**src/rtl/serial_alu_nbit_pkg.sv**
```systemverilog
// serial_alu_pkg: opcodes, FSM state type and the subtract-class helper shared by the serial ALU files
package serial_alu_pkg;
  localparam logic [2:0] OP_AND  = 3'b000;
  localparam logic [2:0] OP_OR   = 3'b001;
  localparam logic [2:0] OP_ADD  = 3'b010;
  localparam logic [2:0] OP_SUB  = 3'b011;
  localparam logic [2:0] OP_XOR  = 3'b100;
  localparam logic [2:0] OP_NOR  = 3'b101;
  localparam logic [2:0] OP_SLT  = 3'b110;
  localparam logic [2:0] OP_RSVD = 3'b111;
  typedef enum logic [1:0] {ST_IDLE, ST_RUN, ST_DONE} state_t;
  function automatic logic is_sub(input logic [2:0] op);
    return op == OP_SUB || op == OP_SLT;
  endfunction
endpackage

```
**src/rtl/serial_alu_nbit_if.sv**
```systemverilog
// serial_alu_nbit_if: operand side (in_valid/in_ready/op/a/b) and result side (out_valid/out_ready/result/zero/carry/overflow); master drives operands, slave is the ALU
interface serial_alu_nbit_if #(parameter int WIDTH = 8);
  logic             in_valid;
  logic             in_ready;
  logic [2:0]       op;
  logic [WIDTH-1:0] a;
  logic [WIDTH-1:0] b;
  logic             out_valid;
  logic             out_ready;
  logic [WIDTH-1:0] result;
  logic             zero;
  logic             carry;
  logic             overflow;
  modport master (output in_valid, op, a, b, out_ready, input in_ready, out_valid, result, zero, carry, overflow);
  modport slave (input in_valid, op, a, b, out_ready, output in_ready, out_valid, result, zero, carry, overflow);
endinterface

```
**src/rtl/serial_alu_nbit_alu_bit_slice.sv**
```systemverilog
// alu_bit_slice: combinational 1-bit ALU slice (i_op, i_a_bit, i_b_bit, i_carry_in -> o_res_bit, o_carry_out); SLT only when SERIAL_ALU_SLT_EN is defined
module alu_bit_slice
  import serial_alu_pkg::*;
(
  input  logic [2:0] i_op,
  input  logic       i_a_bit,
  input  logic       i_b_bit,
  input  logic       i_carry_in,
  output logic       o_res_bit,
  output logic       o_carry_out
);
  logic w_b, w_sum, w_maj, w_slt, w_arith;
`ifdef SERIAL_ALU_SLT_EN
  assign w_slt = i_op == OP_SLT;
`else
  assign w_slt = 1'b0;
`endif
  assign w_arith = i_op == OP_ADD || i_op == OP_SUB || w_slt;
  assign w_b = is_sub(i_op) ? ~i_b_bit : i_b_bit;
  assign w_sum = i_a_bit ^ w_b ^ i_carry_in;
  assign w_maj = (i_a_bit & w_b) | (i_a_bit & i_carry_in) | (w_b & i_carry_in);
  assign o_res_bit = i_op == OP_AND ? i_a_bit & i_b_bit :
                     i_op == OP_OR  ? i_a_bit | i_b_bit :
                     i_op == OP_XOR ? i_a_bit ^ i_b_bit :
                     i_op == OP_NOR ? ~(i_a_bit | i_b_bit) :
                     w_arith        ? w_sum : 1'b0;
  assign o_carry_out = w_arith & w_maj;
endmodule

```
**src/rtl/serial_alu_nbit.sv**
```systemverilog
// serial_alu_nbit: WIDTH-bit bit-serial ALU (clk, rst, serial_alu_nbit_if.slave bus), LSB first, WIDTH cycles per op; SLT enabled by SERIAL_ALU_SLT_EN
module serial_alu_nbit
  import serial_alu_pkg::*;
#(
  parameter int WIDTH = 8
) (
  input logic clk,
  input logic rst,
  serial_alu_nbit_if.slave bus
);
  localparam int CNT_W = $clog2(WIDTH);
  state_t           r_state;
  logic [CNT_W-1:0] r_cnt;
  logic [2:0]       r_op;
  logic [WIDTH-1:0] r_a, r_b, r_result;
  logic [WIDTH-2:0] r_sh;
  logic             r_c, r_zero, r_carry, r_ovf;
  logic             w_res_bit, w_cout, w_arith, w_ovf;
  logic [WIDTH-1:0] w_sh_next, w_final;
  alu_bit_slice u_slice (
    .i_op       (r_op),
    .i_a_bit    (r_a[0]),
    .i_b_bit    (r_b[0]),
    .i_carry_in (r_c),
    .o_res_bit  (w_res_bit),
    .o_carry_out(w_cout)
  );
  assign w_sh_next = {w_res_bit, r_sh};
  assign w_arith = r_op == OP_ADD || r_op == OP_SUB;
  assign w_ovf = r_c ^ w_cout;
`ifdef SERIAL_ALU_SLT_EN
  assign w_final = r_op == OP_SLT ? WIDTH'(w_res_bit ^ w_ovf) : w_sh_next;
`else
  assign w_final = w_sh_next;
`endif
  always_ff @(posedge clk) begin
    if (rst) begin
      r_state  <= ST_IDLE;
      r_cnt    <= '0;
      r_result <= '0;
      r_zero   <= 1'b0;
      r_carry  <= 1'b0;
      r_ovf    <= 1'b0;
    end else begin
      case (r_state)
        ST_IDLE: if (bus.in_valid) begin
          r_a     <= bus.a;
          r_b     <= bus.b;
          r_op    <= bus.op;
          r_c     <= is_sub(bus.op);
          r_cnt   <= '0;
          r_state <= ST_RUN;
        end
        ST_RUN: begin
          r_a   <= r_a >> 1;
          r_b   <= r_b >> 1;
          r_sh  <= w_sh_next[WIDTH-1:1];
          r_c   <= w_cout;
          r_cnt <= r_cnt + 1'b1;
          if (r_cnt == CNT_W'(WIDTH - 1)) begin
            r_result <= w_final;
            r_zero   <= ~|w_final;
            r_carry  <= w_arith & w_cout;
            r_ovf    <= w_arith & w_ovf;
            r_state  <= ST_DONE;
          end
        end
        ST_DONE: if (bus.out_ready) r_state <= ST_IDLE;
        default: r_state <= ST_IDLE;
      endcase
    end
  end
  assign bus.in_ready  = r_state == ST_IDLE;
  assign bus.out_valid = r_state == ST_DONE;
  assign bus.result    = r_result;
  assign bus.zero      = r_zero;
  assign bus.carry     = r_carry;
  assign bus.overflow  = r_ovf;
endmodule

```
**src/flat_wrapper.sv**
```systemverilog
// flat-port wrapper written by rule: the top's interface ports become plain ports
module serial_alu_nbit_flat import serial_alu_pkg::*;
#(
  parameter int WIDTH = 8
)
  (clk, rst, bus_in_valid, bus_op, bus_a, bus_b, bus_out_ready, bus_in_ready, bus_out_valid, bus_result, bus_zero, bus_carry, bus_overflow);
  serial_alu_nbit_if #(.WIDTH(WIDTH)) bus_i ();
  input logic clk;
  input logic rst;
  input wire logic [$bits(bus_i.in_valid)-1:0] bus_in_valid;
  input wire logic [$bits(bus_i.op)-1:0] bus_op;
  input wire logic [$bits(bus_i.a)-1:0] bus_a;
  input wire logic [$bits(bus_i.b)-1:0] bus_b;
  input wire logic [$bits(bus_i.out_ready)-1:0] bus_out_ready;
  output wire logic [$bits(bus_i.in_ready)-1:0] bus_in_ready;
  output wire logic [$bits(bus_i.out_valid)-1:0] bus_out_valid;
  output wire logic [$bits(bus_i.result)-1:0] bus_result;
  output wire logic [$bits(bus_i.zero)-1:0] bus_zero;
  output wire logic [$bits(bus_i.carry)-1:0] bus_carry;
  output wire logic [$bits(bus_i.overflow)-1:0] bus_overflow;
  assign bus_i.in_valid = bus_in_valid;
  assign bus_i.op = bus_op;
  assign bus_i.a = bus_a;
  assign bus_i.b = bus_b;
  assign bus_i.out_ready = bus_out_ready;
  assign bus_in_ready = bus_i.in_ready;
  assign bus_out_valid = bus_i.out_valid;
  assign bus_result = bus_i.result;
  assign bus_zero = bus_i.zero;
  assign bus_carry = bus_i.carry;
  assign bus_overflow = bus_i.overflow;
  serial_alu_nbit #(.WIDTH(WIDTH)) u_core (.clk(clk), .rst(rst), .bus(bus_i));
endmodule
```
**config.mk**
```make
export PLATFORM = sky130hd
export DESIGN_NAME = serial_alu_nbit_flat
export DESIGN_NICKNAME = d
export VERILOG_FILES = /design/src/rtl/serial_alu_nbit_pkg.sv /design/src/rtl/serial_alu_nbit_if.sv /design/src/rtl/serial_alu_nbit_alu_bit_slice.sv /design/src/rtl/serial_alu_nbit.sv /design/src/flat_wrapper.sv
export SDC_FILE = /design/constraint.sdc
export NUM_CORES = 1
export LEC_CHECK = 0
export BUFFER_PORTS_ARGS = -buffer_cell sky130_fd_sc_hd__buf_2
export CORE_ASPECT_RATIO = 0.75
export CORE_UTILIZATION = 48
export CTS_CLUSTER_DIAMETER = 200
export DETAILED_ROUTE_END_ITERATION = 8
export PLACE_DENSITY = 0.74
export SLEW_MARGIN = 20
export SYNTH_ARGS = -nofsm -noshare
export SYNTH_HDL_FRONTEND = slang
export SYNTH_SLANG_ARGS = --single-unit
```
**constraint.sdc**
```tcl
create_clock -name clk -period 2 [get_ports clk]
set_input_delay 0.1 -clock clk [delete_from_list [all_inputs] [get_ports clk]]
set_output_delay 0.1 -clock clk [all_outputs]
set_load 0.005 [all_outputs]
```
# Word-level counts from Yosys, hierarchy flattened
# Cells that the tools add are included.
# word_totals
register_bits,43
latch_bits,0
ram_bits,0
rom_bits,0
inputBits,23
out_inout_bits,13
memories,0
# classes
addsub,1
multipliers,0
div_mod_pow,0
order_cmp,0
eq_ne,14
shift,0
mux,18
n_bitwise,17
reduce_logical,14
# ops
cell,n
one-hot mux 8 bit (2 select lines),2
2-to-1 mux 8 bit,2
"equality test 3 bit, second input constant",5
"equality test 3 x 2 -> 1 bit, second input constant",3
AND reduction 3 bit,3
OR reduction 8 bit,1
bitwise AND 1 bit,7
2-to-1 mux 1 bit,7
2-to-1 mux 2 bit,3
one-hot mux 2 bit (3 select lines),1
one-hot mux 3 bit (2 select lines),1
AND reduction 2 bit,3
"inequality test 2 bit, second input constant",2
XOR 1 bit,4
"adder 3 x 1 -> 3 bit, second input constant",1
"equality test 3 x 1 -> 1 bit, second input constant",1
logical NOT 3 bit,1
logical OR 1 bit,3
2-to-1 mux 3 bit,1
NOT 1 bit,3
bitwise OR 1 bit,3
"equality test 2 x 1 -> 1 bit, second input constant",1
"equality test 2 bit, second input constant",1
logical NOT 2 bit,1
other kinds (4),4

# Depth between registers and ports, before layout
# Gate-level depths: netlist (run 1).
# logic_depth
ltp_word,12
depth_mapped,8
mapped_depth_nobuf,8

# Modules after synthesis
# Synthesis (run 1) repeated with hierarchy kept, for this count alone.
# hier_totals
hier_cells,141
hier_area_um2,1855.5
# modules_own_cells
module,instances,cells_per_inst,area_per_inst_um2,seq_area_each_um2
serial_alu_nbit,1,126,1731.7,1131.1
alu_bit_slice,1,15,123.9,0.0

# Worst setup path after synthesis (run 1)
# No wires, ideal clock.
# synth_path
kind,reg-to-reg
startpoint,register u_core.r_state[0]
endpoint,"register u_core.r_a[0], enable pin"
t_arrival_ns,1.688
required_ns,1.586
slack_ns,-0.102
path_stages_with_launch,3
period_less_slack_ns,2.102
path_cell_list,dfxtp_1 nor2_1 nor3_1
# synth_via
elab_chain_cells,3
elab_cells_between_ends,5
cone_classes,eq/ne (2); reduce/logical (3)
# synth_rtl
element,line,text
from (decl),serial_alu_nbit.sv:12,state_t r_state;
from (signal assigned),serial_alu_nbit.sv:38,r_state <= ST_IDLE;
from (signal assigned),serial_alu_nbit.sv:52,r_state <= ST_RUN;
from (signal assigned),serial_alu_nbit.sv:65,r_state <= ST_DONE;
equality test 2 x 1 -> 1 bit or logical NOT 2 bit (tied branches),serial_alu_nbit.sv:45,case (r_state)
nonzero test 2 bit (no source line) or inequality test 2 bit (tied branches),n/a,
AND reduction 3 bit (no source line) *,n/a,
to (signal assigned),serial_alu_nbit.sv:47,r_a <= bus.a;
to (signal assigned),serial_alu_nbit.sv:55,r_a <= r_a >> 1;
to (decl),serial_alu_nbit.sv:15,"logic [WIDTH-1:0] r_a, r_b, r_result;"
# Every way passes the cells marked *; elsewhere a longest branch is shown, timed or not.
# A chain may end at the register's enable or synchronous reset.

# Worst setup path after layout (run 1)
# layout_path
startpoint,register u_core.r_op[2]
endpoint,register u_core.r_result[7] (netlist: u_core.bus.result[7])
# layout_via
elab_chain_cells,10
elab_cells_between_ends,17
cone_classes,eq/ne (6); mux (6); bitwise (2); reduce/logical (3)
# layout_rtl
element,line,text
from (decl),serial_alu_nbit.sv:14,logic [2:0] r_op;
from (signal assigned),serial_alu_nbit.sv:49,r_op <= bus.op;
equality test 3 x 2 -> 1 bit or equality test 3 bit (tied branches),"serial_alu_nbit_pkg.sv:13, serial_alu_nbit_alu_bit_slice.sv:18",
logical OR 1 bit,serial_alu_nbit_pkg.sv:13,return op == OP_SUB || op == OP_SLT;
2-to-1 mux 1 bit,serial_alu_nbit_alu_bit_slice.sv:19,assign w_b = is_sub(i_op) ? ~i_b_bit : i_b_bit;
XOR 1 bit (2 in a row),serial_alu_nbit_alu_bit_slice.sv:20,assign w_sum = i_a_bit ^ w_b ^ i_carry_in;
2-to-1 mux 1 bit,serial_alu_nbit_alu_bit_slice.sv:26,w_arith ? w_sum : 1'b0;
2-to-1 mux 1 bit,serial_alu_nbit_alu_bit_slice.sv:25,i_op == OP_NOR ? ~(i_a_bit | i_b_bit) :
2-to-1 mux 1 bit,serial_alu_nbit_alu_bit_slice.sv:24,i_op == OP_XOR ? i_a_bit ^ i_b_bit :
2-to-1 mux 1 bit,serial_alu_nbit_alu_bit_slice.sv:23,i_op == OP_OR ? i_a_bit | i_b_bit :
2-to-1 mux 1 bit *,serial_alu_nbit_alu_bit_slice.sv:22,assign o_res_bit = i_op == OP_AND ? i_a_bit & i_b_bit :
net u_core.u_slice.o_res_bit,serial_alu_nbit_alu_bit_slice.sv:9,"output logic o_res_bit,"
to (signal assigned),serial_alu_nbit.sv:61,r_result <= w_final;
to (decl),serial_alu_nbit.sv:15,
# The timed path passes the listed nets; every way through them passes the cells marked *.

==> results of run 1 <==
-- routing by layer --
metal | share of wire (%) | GRT usage [%] | vias up
li1 | - | - | 665
met3 | 5.4 | 4.53 | 6
met4 | 1.3 | 9.80 | 0
met1 | 46 | 22.4 | 603
met5 | 0 | 0 | -
met2 | 48 | 29.3 | 42
-- layout by cell type, fill, tap and decap left out, types with 2 or more instances in the layout --
master                     instances
sky130_fd_sc_hd__buf_4             7
sky130_fd_sc_hd__nand3_1           2
sky130_fd_sc_hd__dfxtp_1          16
sky130_fd_sc_hd__clkbuf_8          5
sky130_fd_sc_hd__ha_1              4
sky130_fd_sc_hd__nor3_1            2
sky130_fd_sc_hd__nand2_1          57
sky130_fd_sc_hd__xor2_1            3
sky130_fd_sc_hd__nor2b_1           2
sky130_fd_sc_hd__edfxtp_1         27
sky130_fd_sc_hd__a21oi_1          11
sky130_fd_sc_hd__and2_1            4
sky130_fd_sc_hd__nand2b_1          3
sky130_fd_sc_hd__nor2_1           12
sky130_fd_sc_hd__o21ai_0           2
sky130_fd_sc_hd__clkbuf_1          3
sky130_fd_sc_hd__a22oi_1           2
sky130_fd_sc_hd__buf_2            35
sky130_fd_sc_hd__inv_1             4
-- final cells by class --
type | instances | share of cell area [%]
clock buffers | 8 | 3.73
inverters | 4 | 0.700
multi-input cells | 119 | 29.3
flip-flops and latches | 43 | 52.7
well taps | 50 | 2.92
repair buffers | 42 | 10.6
-- sequential cells by signal (all words and copies together) (netlist names) --
signal / flops
u_core.bus.carry: 1
u_core.bus.overflow: 1
u_core.bus.result: 8
u_core.bus.zero: 1
u_core.r_a: 8
u_core.r_b: 8
u_core.r_c: 1
u_core.r_cnt: 3
u_core.r_op: 3
u_core.r_sh: 7
u_core.r_state: 2
-- per-stage QoR --
stage	setup TNS (ps)	setup WS [ps]	hold slack (ps)	util [%]	power, mW
final	0	53.8	18.9	62.2	1.67
after global routing	-61.6	-48.9	9.34	62.2	1.74
after CTS	0	75.6	10.1	61.5	1.68
after detailed placement	0	96.4	313	59.2	1.17
after global placement	0	151	309	59.2	1.16
after floorplan	0	195	199	-	1.11
-- path summary, 6_finish.rpt --
kind,startpoint,end
min,bus_op[0],u_core.r_op[0]
max reg2reg,u_core.r_op[2],u_core.bus.result[7]
max,u_core.r_op[2],u_core.bus.result[7]
min reg2reg,u_core.r_sh[5],u_core.r_sh[4]
-- logic make-up (layout without fill, tap and decap cells) --
| kind of cell | count (synthesis) | count (layout) | synth area share (%) |
|---|---|---|---|
| muxes | 2 | 2 | 1.18 |
| adders and majority gates | 5 | 5 | 3.88 |
| xor gates and xnor gates | 4 | 4 | 1.94 |
| DFF | 43 | 43 | 62.6 |
| AOI/OAI and AO/OA | 19 | 19 | 6.23 |
| and+or+nand+nor | 89 | 89 | 21.2 |
| buffers and inverters | 12 | 54 | 2.98 |
-- power breakdown --
part	switching, mW	total [mW]	internal, mW
registers	0.0170	1.00	0.988
logic	0.0832	0.147	0.0635
clock network	0.267	0.515	0.248
total	0.367	1.67	1.30
-- timing repair --
| action | in CTS | in global routing |
|---|---|---|
| hold buffers | 0 | 0 |
| buffers inserted | 0 | 3 |
| resized for setup | 0 | 1 |
| setup endpoints to repair | 0 | 2 |
==> flow_results.xml, run 1 <==
<?xml version="1.0" encoding="UTF-8"?>
<metrics>
  <group name="status">
    <metric name="outcome" unit="">finished clean</metric>
  </group>
  <group name="yosys">
    <metric name="synth.ff_latch_count" unit="">43</metric>
    <metric name="postSynthNetCount" unit="">202</metric>
    <metric name="synthCells" unit="">174</metric>
    <metric name="synthMostInstantiatedCell" unit="">sky130_fd_sc_hd__nand2_1</metric>
    <metric name="synthArstFlopShare" unit="%">0</metric>
    <metric name="dominantRegCellSynth" unit="">sky130_fd_sc_hd__edfxtp_1</metric>
    <metric name="syn_area_per_cell" unit="µm²">10.4</metric>
    <metric name="synth_enable_flop_cells" unit="">27</metric>
    <metric name="synth.cell_area" unit="µm²">1810</metric>
    <metric name="main_area_contributors_after_synthesis" unit="">sky130_fd_sc_hd__edfxtp_1 (45%), sky130_fd_sc_hd__dfxtp_1 (18%), sky130_fd_sc_hd__nand2_1 (12%)</metric>
    <metric name="yosysTopAreaCellShare" unit="%">44.9</metric>
    <metric name="yosysTopAreaCell" unit="">sky130_fd_sc_hd__edfxtp_1</metric>
    <metric name="synth.yosys.seq_area_share" unit="%">62.6</metric>
    <metric name="yosys-top-cells-count" unit="">sky130_fd_sc_hd__nand2_1 (57), sky130_fd_sc_hd__edfxtp_1 (27), sky130_fd_sc_hd__dfxtp_1 (16)</metric>
    <metric name="yosys.cell_types.count" unit="">32</metric>
    <metric name="ys.warnings.count" unit="">0</metric>
  </group>
  <group name="job">
    <metric name="max-cap-violations" unit="">0</metric>
  </group>
  <group name="timing">
    <metric name="setup_viol_count_final" unit="">0</metric>
    <metric name="finalClockSkew" unit="ps">7.08</metric>
    <metric name="fin_crit_sh" unit="%">97.3</metric>
    <metric name="timing.max_slew.rel_slack" unit="%">55.0</metric>
    <metric name="timing_max_transition_violations_final" unit="">0</metric>
    <metric name="timing.final.crit_period" unit="ps">1950</metric>
    <metric name="worst-slew-pin-transition" unit="ps">666</metric>
    <metric name="rsz0062_at_grt" unit="">yes</metric>
    <metric name="max_clock_freq" unit="GHz">0.514</metric>
    <metric name="hold_violations" unit="">0</metric>
  </group>
  <group name="floorplanning">
    <metric name="io-pin-count" unit="">36</metric>
    <metric name="die_height" unit="µm">55.1</metric>
    <metric name="design.core.area" unit="µm²">3450</metric>
    <metric name="cell_row_count" unit="">18</metric>
    <metric name="start_util" unit="%">52.4</metric>
    <metric name="floorplan.die.width" unit="µm">72.8</metric>
    <metric name="die_area" unit="µm²">4020</metric>
  </group>
  <group name="critical_path">
    <metric name="critPathTopFamily" unit="">compound AO/OA/AOI/OAI gates</metric>
    <metric name="reg2reg_depth" unit="">7</metric>
    <metric name="reg2reg_setup_slack" unit="ps">50</metric>
    <metric name="setup.worst_path.end_class" unit="">register</metric>
    <metric name="critPathMaxStageDelay" unit="ps">500</metric>
    <metric name="setup.worst_path.class" unit="">register to register</metric>
    <metric name="worst-endpoint-required" unit="ps">2190</metric>
    <metric name="timing.critical_path.cells" unit="">xor2_1, nand2_1, xnor2_1, fa_1, a21oi_1, a32o_2, o21a_1</metric>
    <metric name="crit_path_top_delay_cell" unit="">sky130_fd_sc_hd__fa_1</metric>
    <metric name="critical_path_cell_count" unit="">7</metric>
    <metric name="worst_ep_arrival_time" unit="ps">2130</metric>
    <metric name="critical_path.max_fanout" unit="">4</metric>
    <metric name="count_of_buffering_cells_on_the_critical_path_with_inverters_included" unit="">0</metric>
    <metric name="worstSetupStartpointType" unit="">register</metric>
  </group>
  <group name="power_and_ir_drop">
    <metric name="powerDensity" unit="nW/µm²">777</metric>
    <metric name="static-leakage-power" unit="nW">0.922</metric>
    <metric name="ir_worst_vdd" unit="mV">0.507</metric>
  </group>
  <group name="route">
    <metric name="post_detailed_route_count_of_antenna_violating_nets" unit="">0</metric>
    <metric name="remaining_drc_errors" unit="">0</metric>
    <metric name="detail_route.wirelength" unit="µm">3240</metric>
    <metric name="via_per_inst" unit="">4.95</metric>
    <metric name="drt_first_iter_violations" unit="">61</metric>
    <metric name="drt_pass1_iterations" unit="">5</metric>
    <metric name="wl_per_cell" unit="µm">12.2</metric>
    <metric name="dr_total_vias" unit="">1316</metric>
  </group>
  <group name="global_routing">
    <metric name="grt_antenna_before_repair" unit="">0</metric>
    <metric name="gr-total-overflow" unit="">0</metric>
    <metric name="first_pass_grt_wire_length" unit="µm">5060</metric>
    <metric name="first_global_vias" unit="">1161</metric>
    <metric name="gr-usage-all-layers" unit="%">17.9</metric>
    <metric name="largest_net_degree_at_the_start_of_global_routing" unit="">21</metric>
  </group>
  <group name="worst_hold_path">
    <metric name="hold_crit_path_type" unit="">input pin to register</metric>
    <metric name="depth_of_the_worst_hold_timing_path" unit="">1</metric>
  </group>
  <group name="layout">
    <metric name="num_antenna_cells" unit="">0</metric>
    <metric name="final_net_count" unit="">243</metric>
    <metric name="finish.cell_count_without_fillers" unit="">266</metric>
    <metric name="area_growth" unit="%">18.7</metric>
    <metric name="final-seq-area" unit="µm²">1130</metric>
    <metric name="multi_input_logic_area" unit="µm²">628</metric>
    <metric name="finalInstanceArea" unit="µm²">2140</metric>
    <metric name="fillcell_total" unit="">285</metric>
    <metric name="layout-drive-gt1-share" unit="%">23.6</metric>
  </group>
  <group name="place">
    <metric name="port-buffer-count" unit="">35</metric>
    <metric name="cell_count_after_placement" unit="">255</metric>
    <metric name="final_gp_congestion" unit="">0.783</metric>
    <metric name="post_dp_cell_area" unit="µm²">2040</metric>
    <metric name="detailed_place_hpwl" unit="µm">2210</metric>
  </group>
  <group name="clock_tree">
    <metric name="insertion_delay" unit="ps">290</metric>
    <metric name="clock_tree.buffer_depth" unit="">2</metric>
    <metric name="tritoncts" unit="">done</metric>
    <metric name="cts.root.buffer_cell" unit="">sky130_fd_sc_hd__clkbuf_8</metric>
    <metric name="tritoncts.num_buffers" unit="">5</metric>
    <metric name="cts.clk_slew.worst_paths" unit="ps">80</metric>
    <metric name="clock_sink_count" unit="">43</metric>
    <metric name="cts-htree-levels" unit="">2</metric>
  </group>
</metrics>
Power figures use the tool's default switching activity.
==> run 2: changes to the inputs <==
CORE_UTILIZATION = 49   (was 48)
PLACE_DENSITY = 0.75   (was 0.74)
SYNTH_HIERARCHICAL = 1   (was default)
==> run 2 against run 1 <==
Against the previous run:
- final area up 1.6%
- cell count fell by 12%
- sequential share of layout area shrank 0.82 points
- count of clock-buffer cells in the layout shrank 1
- fmax fell by 2.1%
- largest power group unchanged
- highest routed layer unchanged
==> flow_results.xml, run 2 <==
<?xml version="1.0" encoding="UTF-8"?>
<metrics>
  <group name="status">
    <metric name="outcome" unit="">finished clean</metric>
  </group>
  <group name="clock_tree">
    <metric name="tritoncts.num_buffers" unit="">5</metric>
    <metric name="cts-htree-levels" unit="">2</metric>
    <metric name="insertion_delay" unit="ps">290</metric>
    <metric name="clock_tree.buffer_depth" unit="">2</metric>
    <metric name="cts.clk_slew.worst_paths" unit="ps">70</metric>
    <metric name="cts.root.buffer_cell" unit="">sky130_fd_sc_hd__clkbuf_8</metric>
    <metric name="tritoncts" unit="">done</metric>
    <metric name="clock_sink_count" unit="">43</metric>
  </group>
  <group name="critical_path">
    <metric name="worst-endpoint-required" unit="ps">2220</metric>
    <metric name="worst_ep_arrival_time" unit="ps">2210</metric>
    <metric name="critical_path.max_fanout" unit="">2</metric>
    <metric name="critPathTopFamily" unit="">adder cells</metric>
    <metric name="count_of_buffering_cells_on_the_critical_path_with_inverters_included" unit="">0</metric>
    <metric name="worstSetupStartpointType" unit="">register</metric>
    <metric name="setup.worst_path.class" unit="">register to register</metric>
    <metric name="critPathMaxStageDelay" unit="ps">490</metric>
    <metric name="crit_path_top_delay_cell" unit="">sky130_fd_sc_hd__fa_1</metric>
    <metric name="setup.worst_path.end_class" unit="">register</metric>
    <metric name="timing.critical_path.cells" unit="">xor2_1, nand2_1, xnor2_1, fa_1, o22ai_1, nor4_1, nand3_1, a21oi_2</metric>
  </group>
  <group name="floorplanning">
    <metric name="die_height" unit="µm">55.3</metric>
    <metric name="die_area" unit="µm²">4040</metric>
    <metric name="start_util" unit="%">53.8</metric>
    <metric name="cell_row_count" unit="">18</metric>
    <metric name="io-pin-count" unit="">36</metric>
    <metric name="design.core.area" unit="µm²">3450</metric>
    <metric name="floorplan.die.width" unit="µm">73.1</metric>
  </group>
  <group name="yosys">
    <metric name="synth.ff_latch_count" unit="">43</metric>
    <metric name="synth.cell_area" unit="µm²">1860</metric>
    <metric name="yosysTopAreaCell" unit="">sky130_fd_sc_hd__edfxtp_1</metric>
    <metric name="main_area_contributors_after_synthesis" unit="">sky130_fd_sc_hd__edfxtp_1 (44%), sky130_fd_sc_hd__dfxtp_1 (17%), sky130_fd_sc_hd__mux2_4 (8.1%)</metric>
    <metric name="postSynthNetCount" unit="">169</metric>
    <metric name="ys.warnings.count" unit="">6</metric>
    <metric name="synthArstFlopShare" unit="%">0</metric>
    <metric name="synth_enable_flop_cells" unit="">27</metric>
    <metric name="syn_area_per_cell" unit="µm²">13.2</metric>
    <metric name="yosys.cell_types.count" unit="">33</metric>
    <metric name="synthCells" unit="">141</metric>
    <metric name="synth.yosys.seq_area_share" unit="%">61.0</metric>
    <metric name="dominantRegCellSynth" unit="">sky130_fd_sc_hd__edfxtp_1</metric>
    <metric name="yosysTopAreaCellShare" unit="%">43.7</metric>
    <metric name="yosys-top-cells-count" unit="">sky130_fd_sc_hd__edfxtp_1 (27), sky130_fd_sc_hd__nand2_1 (22), sky130_fd_sc_hd__dfxtp_1 (16)</metric>
    <metric name="synthMostInstantiatedCell" unit="">sky130_fd_sc_hd__edfxtp_1</metric>
  </group>
  <group name="route">
    <metric name="remaining_drc_errors" unit="">0</metric>
    <metric name="via_per_inst" unit="">5.04</metric>
    <metric name="wl_per_cell" unit="µm">14.0</metric>
    <metric name="detail_route.wirelength" unit="µm">3280</metric>
    <metric name="post_detailed_route_count_of_antenna_violating_nets" unit="">0</metric>
    <metric name="drt_first_iter_violations" unit="">35</metric>
    <metric name="drt_pass1_iterations" unit="">4</metric>
    <metric name="dr_total_vias" unit="">1185</metric>
  </group>
  <group name="timing">
    <metric name="fin_crit_sh" unit="%">99.4</metric>
    <metric name="timing.final.crit_period" unit="ps">1990</metric>
    <metric name="rsz0062_at_grt" unit="">yes</metric>
    <metric name="hold_violations" unit="">0</metric>
    <metric name="setup_viol_count_final" unit="">0</metric>
    <metric name="timing_max_transition_violations_final" unit="">0</metric>
    <metric name="timing.max_slew.rel_slack" unit="%">50.8</metric>
    <metric name="finalClockSkew" unit="ps">2.43</metric>
    <metric name="max_clock_freq" unit="GHz">0.503</metric>
    <metric name="worst-slew-pin-transition" unit="ps">728</metric>
  </group>
  <group name="power_and_ir_drop">
    <metric name="power_frac_clock" unit="%">30.6</metric>
    <metric name="powerDensity" unit="nW/µm²">770</metric>
    <metric name="pwr-share-comb" unit="%">9.5</metric>
    <metric name="ir_worst_vdd" unit="mV">0.490</metric>
    <metric name="power.internal" unit="mW">1.32</metric>
    <metric name="power.net_switching" unit="mW">0.358</metric>
    <metric name="static-leakage-power" unit="nW">0.885</metric>
    <metric name="power.share.sequential" unit="%">59.9</metric>
    <metric name="post-layout-total-power" unit="mW">1.68</metric>
    <metric name="switching_share" unit="%">21.4</metric>
  </group>
  <group name="worst_hold_path">
    <metric name="hold_crit_path_type" unit="">input pin to register</metric>
  </group>
  <group name="global_routing">
    <metric name="gr-usage-all-layers" unit="%">17.6</metric>
    <metric name="first_global_vias" unit="">1202</metric>
    <metric name="gr-total-overflow" unit="">0</metric>
    <metric name="largest_net_degree_at_the_start_of_global_routing" unit="">20</metric>
    <metric name="grt_antenna_before_repair" unit="">0</metric>
    <metric name="first_pass_grt_wire_length" unit="µm">5310</metric>
  </group>
  <group name="layout">
    <metric name="layout-drive-gt1-share" unit="%">34.1</metric>
    <metric name="area_growth" unit="%">17.4</metric>
    <metric name="final_net_count" unit="">212</metric>
    <metric name="fillcell_total" unit="">275</metric>
    <metric name="layout_commonest_cell" unit="">sky130_fd_sc_hd__buf_2</metric>
    <metric name="mostFrequentLayoutCells" unit="">sky130_fd_sc_hd__buf_2 (35), sky130_fd_sc_hd__edfxtp_1 (27), sky130_fd_sc_hd__nand2_1 (22)</metric>
    <metric name="num_antenna_cells" unit="">0</metric>
    <metric name="utilization" unit="%">63.2</metric>
  </group>
  <group name="place">
    <metric name="final_gp_congestion" unit="">0.741</metric>
    <metric name="port-buffer-count" unit="">35</metric>
    <metric name="detailed_place_hpwl" unit="µm">2390</metric>
  </group>
  <group name="job">
    <metric name="max-cap-violations" unit="">0</metric>
  </group>
</metrics>
-- run 2: cell count changes after synthesis, moves of 2 or more --
| cell | change |
|---|---|
| sky130_fd_sc_hd__mux2_4 | +10 |
| sky130_fd_sc_hd__nand2_1 | -35 |
| sky130_fd_sc_hd__nor3_1 | -3 |
| sky130_fd_sc_hd__nor2_1 | -6 |
| sky130_fd_sc_hd__clkbuf_1 | -4 |
| sky130_fd_sc_hd__mux2_1 | +3 |
| sky130_fd_sc_hd__nor2b_1 | +2 |
| sky130_fd_sc_hd__and2_1 | -4 |
-- run 2: path summary, 6_finish.rpt --
check / startpoint / end / slack [ps] / cells past startpoint
worst min-delay path: bus_op[0] / u_core/r_op[0] / 20 / 1
worst max-delay path: u_core/r_op[2] / u_core/bus.zero / 10 / 8
worst max register to register: u_core/r_op[2] / u_core/bus.zero / 10 / 8
worst min register to register: u_core/bus.carry / u_core/bus.carry / 450 / 2
-- run 2: cell type report --
cell class	instances	area, µm²	area share, %
multi-input combinational	89	664	30.5
tap	50	62.6	2.87
clock buffer	7	76.3	3.50
clock inverter	1	5.00	0.230
sequential	43	1130	51.9
timing repair buffer	42	228	10.5
inverter	3	11.3	0.517
-- run 2: what timing repair did --
| action | 4_1_cts | 5_1_grt |
|---|---|---|
| endpoints found under the setup margin | 1 | 3 |
| resized for setup | 0 | 2 |
| setup buffers | 1 | 0 |
| pin swaps | 2 | 0 |
| hold buffers | 0 | 0 |
-- run 2: cell families after synthesis --
| kind of cell | after synthesis | synth area share [%] |
|---|---|---|
| mux | 17 | 12.2 |
| buf+inv | 9 | 3.57 |
| compound gates | 18 | 5.46 |
| simple gates | 44 | 11.7 |
| xor+xnor | 5 | 2.36 |
| fa+ha+maj | 5 | 3.78 |
| flops | 43 | 61.0 |
-- run 2: metal layers --
| layer | part of all wire, % | up-vias | wire length (µm) | GRT usage (%) |
|---|---|---|---|---|
| li1 | - | 582 | - | - |
| met1 | 46 | 571 | 1500 | 21.9 |
| met2 | 50 | 28 | 1640 | 28.7 |
| met3 | 4.2 | 4 | 137 | 6.02 |
| met4 | 0.43 | 0 | 14 | 5.88 |
| met5 | 0 | - | 0 | 0 |
-- run 2: worst register-to-register path: cells and delay by family, from the launching register on --
family	cells	cell delay, ps
flops	1	410
xor+xnor	2	330
compound gates	2	230
fa+ha+maj	1	490
simple gates	3	470
-- run 2: power groups by stage --
stage	Combinational (mW)	Sequential, mW	Clock [mW]
final	0.159	1.01	0.513
after global routing	0.174	1.01	0.563
after CTS	0.159	1.00	0.535
after detailed placement	0.158	1.02	0
after global placement	0.149	1.02	0
after floorplan	0.110	1.02	0
-- run 2: stage by stage --
step                hold slack, ps  setup slack (ps)  area (µm²)  TNS, ps  cells
floorplan                      199               142        1860        0    141
global placement               312               121        2080        0    226
detailed placement             311             -33.8        2080    -33.8    226
CTS                           8.59              2.13        2170        0    235
global route                  7.61              -119        2180     -136    235
finish                        19.3              11.8        2180        0    235
==> run 3: changes to the inputs <==
CELL_PAD_IN_SITES_DETAIL_PLACEMENT = 1   (was default)
CELL_PAD_IN_SITES_GLOBAL_PLACEMENT = 1   (was default)
CORE_UTILIZATION = 39   (was 49)
PLACE_DENSITY = default   (was 0.75)
PLACE_DENSITY_LB_ADDON = 0.1   (was default)
==> run 3 against run 2 <==
Against the previous run:
- utilization is 14 points lower
- flip-flop and latch count stayed put
- register-to-register slack better by 40 ps
- global-route usage is 2.0 points lower
- total power is 3.2% higher
- sequential power hardly changed
- cell count is 3.4% higher
- combinational power is 7% higher
- wire length is 7.4% higher
- critical path depth stayed put
- fmax is 1.8% higher
- final area is 1.9% higher
- critical path type unchanged
- largest cell class unchanged
==> flow_results.xml, run 3 (same netlist as run 2, synthesis figures left out) <==
<?xml version="1.0" encoding="UTF-8"?>
<metrics>
  <group name="status">
    <metric name="outcome" unit="">finished clean</metric>
  </group>
  <group name="route">
    <metric name="via_per_inst" unit="">4.92</metric>
    <metric name="drt_pass1_iterations" unit="">4</metric>
    <metric name="dr_total_vias" unit="">1195</metric>
    <metric name="wl_per_cell" unit="µm">14.5</metric>
    <metric name="detail_route.wirelength" unit="µm">3530</metric>
    <metric name="drt_first_iter_violations" unit="">30</metric>
    <metric name="post_detailed_route_count_of_antenna_violating_nets" unit="">0</metric>
    <metric name="remaining_drc_errors" unit="">0</metric>
  </group>
  <group name="critical_path">
    <metric name="setup.worst_path.end_class" unit="">register</metric>
    <metric name="count_of_buffering_cells_on_the_critical_path_with_inverters_included" unit="">0</metric>
    <metric name="worst-endpoint-required" unit="ps">2220</metric>
    <metric name="crit_path_top_delay_cell" unit="">sky130_fd_sc_hd__fa_1</metric>
    <metric name="worst_ep_arrival_time" unit="ps">2170</metric>
    <metric name="critPathMaxStageDelay" unit="ps">510</metric>
    <metric name="setup.worst_path.class" unit="">register to register</metric>
    <metric name="critical_path.max_fanout" unit="">2</metric>
    <metric name="worstSetupStartpointType" unit="">register</metric>
    <metric name="critPathTopFamily" unit="">adder cells</metric>
    <metric name="timing.critical_path.cells" unit="">xor2_1, nand2_1, xnor2_1, fa_1, o22ai_2, nor4_1, nand3_1, a21oi_1</metric>
  </group>
  <group name="layout">
    <metric name="layout_commonest_cell" unit="">sky130_fd_sc_hd__buf_2</metric>
    <metric name="fillcell_total" unit="">495</metric>
    <metric name="finalInstanceArea" unit="µm²">2220</metric>
    <metric name="layout-drive-gt1-share" unit="%">34.9</metric>
    <metric name="area_growth" unit="%">19.6</metric>
    <metric name="num_antenna_cells" unit="">0</metric>
    <metric name="mostFrequentLayoutCells" unit="">sky130_fd_sc_hd__buf_2 (35), sky130_fd_sc_hd__edfxtp_1 (27), sky130_fd_sc_hd__nand2_1 (22)</metric>
    <metric name="final_net_count" unit="">213</metric>
  </group>
  <group name="global_routing">
    <metric name="largest_net_degree_at_the_start_of_global_routing" unit="">20</metric>
    <metric name="gr-usage-met1" unit="%">19.7</metric>
    <metric name="globalRoute.busiestLayer" unit="">met2</metric>
    <metric name="gr-usage-met3" unit="%">4.38</metric>
    <metric name="first_global_vias" unit="">1166</metric>
    <metric name="grt_antenna_before_repair" unit="">0</metric>
    <metric name="first_pass_grt_wire_length" unit="µm">5550</metric>
    <metric name="grtUsageMet2" unit="%">25.7</metric>
    <metric name="gr-usage-all-layers" unit="%">15.7</metric>
    <metric name="gr-total-overflow" unit="">0</metric>
  </group>
  <group name="timing">
    <metric name="hold_violations" unit="">0</metric>
    <metric name="fin_crit_sh" unit="%">97.6</metric>
    <metric name="finalClockSkew" unit="ps">6.63</metric>
    <metric name="max_clock_freq" unit="GHz">0.512</metric>
    <metric name="timing.max_slew.rel_slack" unit="%">66.1</metric>
    <metric name="timing_max_transition_violations_final" unit="">0</metric>
    <metric name="timing.final.crit_period" unit="ps">1950</metric>
    <metric name="worst-slew-pin-transition" unit="ps">507</metric>
    <metric name="setup_viol_count_final" unit="">0</metric>
    <metric name="rsz0062_at_grt" unit="">yes</metric>
    <metric name="final.setup.worst_slack" unit="ps">47.1</metric>
  </group>
  <group name="job">
    <metric name="max-cap-violations" unit="">0</metric>
  </group>
  <group name="floorplanning">
    <metric name="start_util" unit="%">41.1</metric>
    <metric name="die_area" unit="µm²">5040</metric>
    <metric name="io-pin-count" unit="">36</metric>
    <metric name="design.core.area" unit="µm²">4520</metric>
    <metric name="cell_row_count" unit="">21</metric>
    <metric name="floorplan.die.width" unit="µm">81.6</metric>
    <metric name="die_height" unit="µm">61.7</metric>
  </group>
  <group name="place">
    <metric name="post_dp_cell_area" unit="µm²">2110</metric>
    <metric name="final_gp_congestion" unit="">0.725</metric>
    <metric name="port-buffer-count" unit="">35</metric>
    <metric name="detailed_place_hpwl" unit="µm">2540</metric>
    <metric name="dp_worst_setup_slack" unit="ps">1.36</metric>
  </group>
  <group name="power_and_ir_drop">
    <metric name="power.share.sequential" unit="%">58.1</metric>
    <metric name="static-leakage-power" unit="nW">0.902</metric>
    <metric name="power.net_switching" unit="mW">0.372</metric>
    <metric name="power.internal" unit="mW">1.36</metric>
    <metric name="switching_share" unit="%">21.5</metric>
    <metric name="powerDensity" unit="nW/µm²">780</metric>
    <metric name="power_frac_clock" unit="%">32.1</metric>
    <metric name="pwr-share-comb" unit="%">9.8</metric>
    <metric name="ir_worst_vdd" unit="mV">0.390</metric>
  </group>
  <group name="clock_tree">
    <metric name="clock_tree.buffer_depth" unit="">2</metric>
    <metric name="insertion_delay" unit="ps">290</metric>
    <metric name="clock_sink_count" unit="">43</metric>
    <metric name="cts-htree-levels" unit="">2</metric>
    <metric name="tritoncts" unit="">done</metric>
    <metric name="cts.clk_slew.worst_paths" unit="ps">80</metric>
    <metric name="tritoncts.num_buffers" unit="">5</metric>
    <metric name="cts.root.buffer_cell" unit="">sky130_fd_sc_hd__clkbuf_8</metric>
    <metric name="cts_hold_buf" unit="">0</metric>
  </group>
  <group name="worst_hold_path">
    <metric name="hold_crit_path_type" unit="">input pin to register</metric>
  </group>
</metrics>
-- run 3: changes by cell type in the layout (fill, tap and decap cells not counted) --
cell,delta
sky130_fd_sc_hd__clkbuf_1,-1
sky130_fd_sc_hd__o22ai_2,+1
sky130_fd_sc_hd__a21oi_2,-1
sky130_fd_sc_hd__clkbuf_8,+1
sky130_fd_sc_hd__buf_12,+1
sky130_fd_sc_hd__o22ai_1,-1
sky130_fd_sc_hd__a21oi_1,+1
-- run 3: power by group through the flow --
stage,sequential (mW),combinational (mW),clock (mW)
2_1_floorplan,1.02,0.110,0
3_3_place_gp,1.02,0.157,0
3_5_place_dp,1.03,0.165,0
4_1_cts,1.00,0.168,0.577
5_1_grt,1.01,0.188,0.620
6_report,1.00,0.170,0.556
-- run 3: final timing paths --
| path | cells past startpoint | endpoint | slack [ps] | from |
|---|---|---|---|---|
| worst max-delay path | 8 | u_core/bus.zero | 50 | u_core/r_op[0] |
| worst min-delay path | 1 | u_core/r_op[1] | 30 | bus_op[1] |
| worst max register to register | 8 | u_core/bus.zero | 50 | u_core/r_op[0] |
| worst min register to register | 2 | u_core/bus.result[2] | 450 | u_core/bus.result[2] |
-- run 3: metrics by stage --
stage	power [mW]	hold WS, ps	cells	utilization [%]	TNS [ps]
6_report	1.73	25.1	243	49.1	0
5_1_grt	1.82	6.31	243	49.1	-77.2
4_1_cts	1.75	13.5	243	48.9	0
3_5_place_dp	1.19	312	234	46.7	0
3_3_place_gp	1.18	309	234	46.7	0
2_1_floorplan	1.13	199	141	-	0
-- run 3: area by class of cell --
class | count | area [µm²] | share of cell area, %
Sequential cell | 43 | 1130 | 51.0
Multi-Input combinational cell | 89 | 667 | 30.0
Timing Repair Buffer | 43 | 248 | 11.2
Clock buffer | 7 | 86.3 | 3.89
Tap cell | 57 | 71.3 | 3.21
Inverter | 3 | 11.3 | 0.507
Clock inverter | 1 | 5.00 | 0.225
-- run 3: layer usage --
layer / up-vias / wire [µm]
met4: 0 / 43
li1: 583 / -
met1: 585 / 1670
met5: - / 0
met2: 23 / 1670
met3: 4 / 139
-- run 3: worst register-to-register path, delay by kind of cell, from the launching register on --
family,cells,cell delay [ps]
fa+ha+maj,1,510
xor+xnor,2,310
compound gates,2,230
simple gates,3,430
flops,1,420
-- run 3: what timing repair did --
item,in CTS,in global routing
pin swaps,0,1
gates resized for setup,0,2
buffers inserted,1,0
setup endpoints to repair,1,3
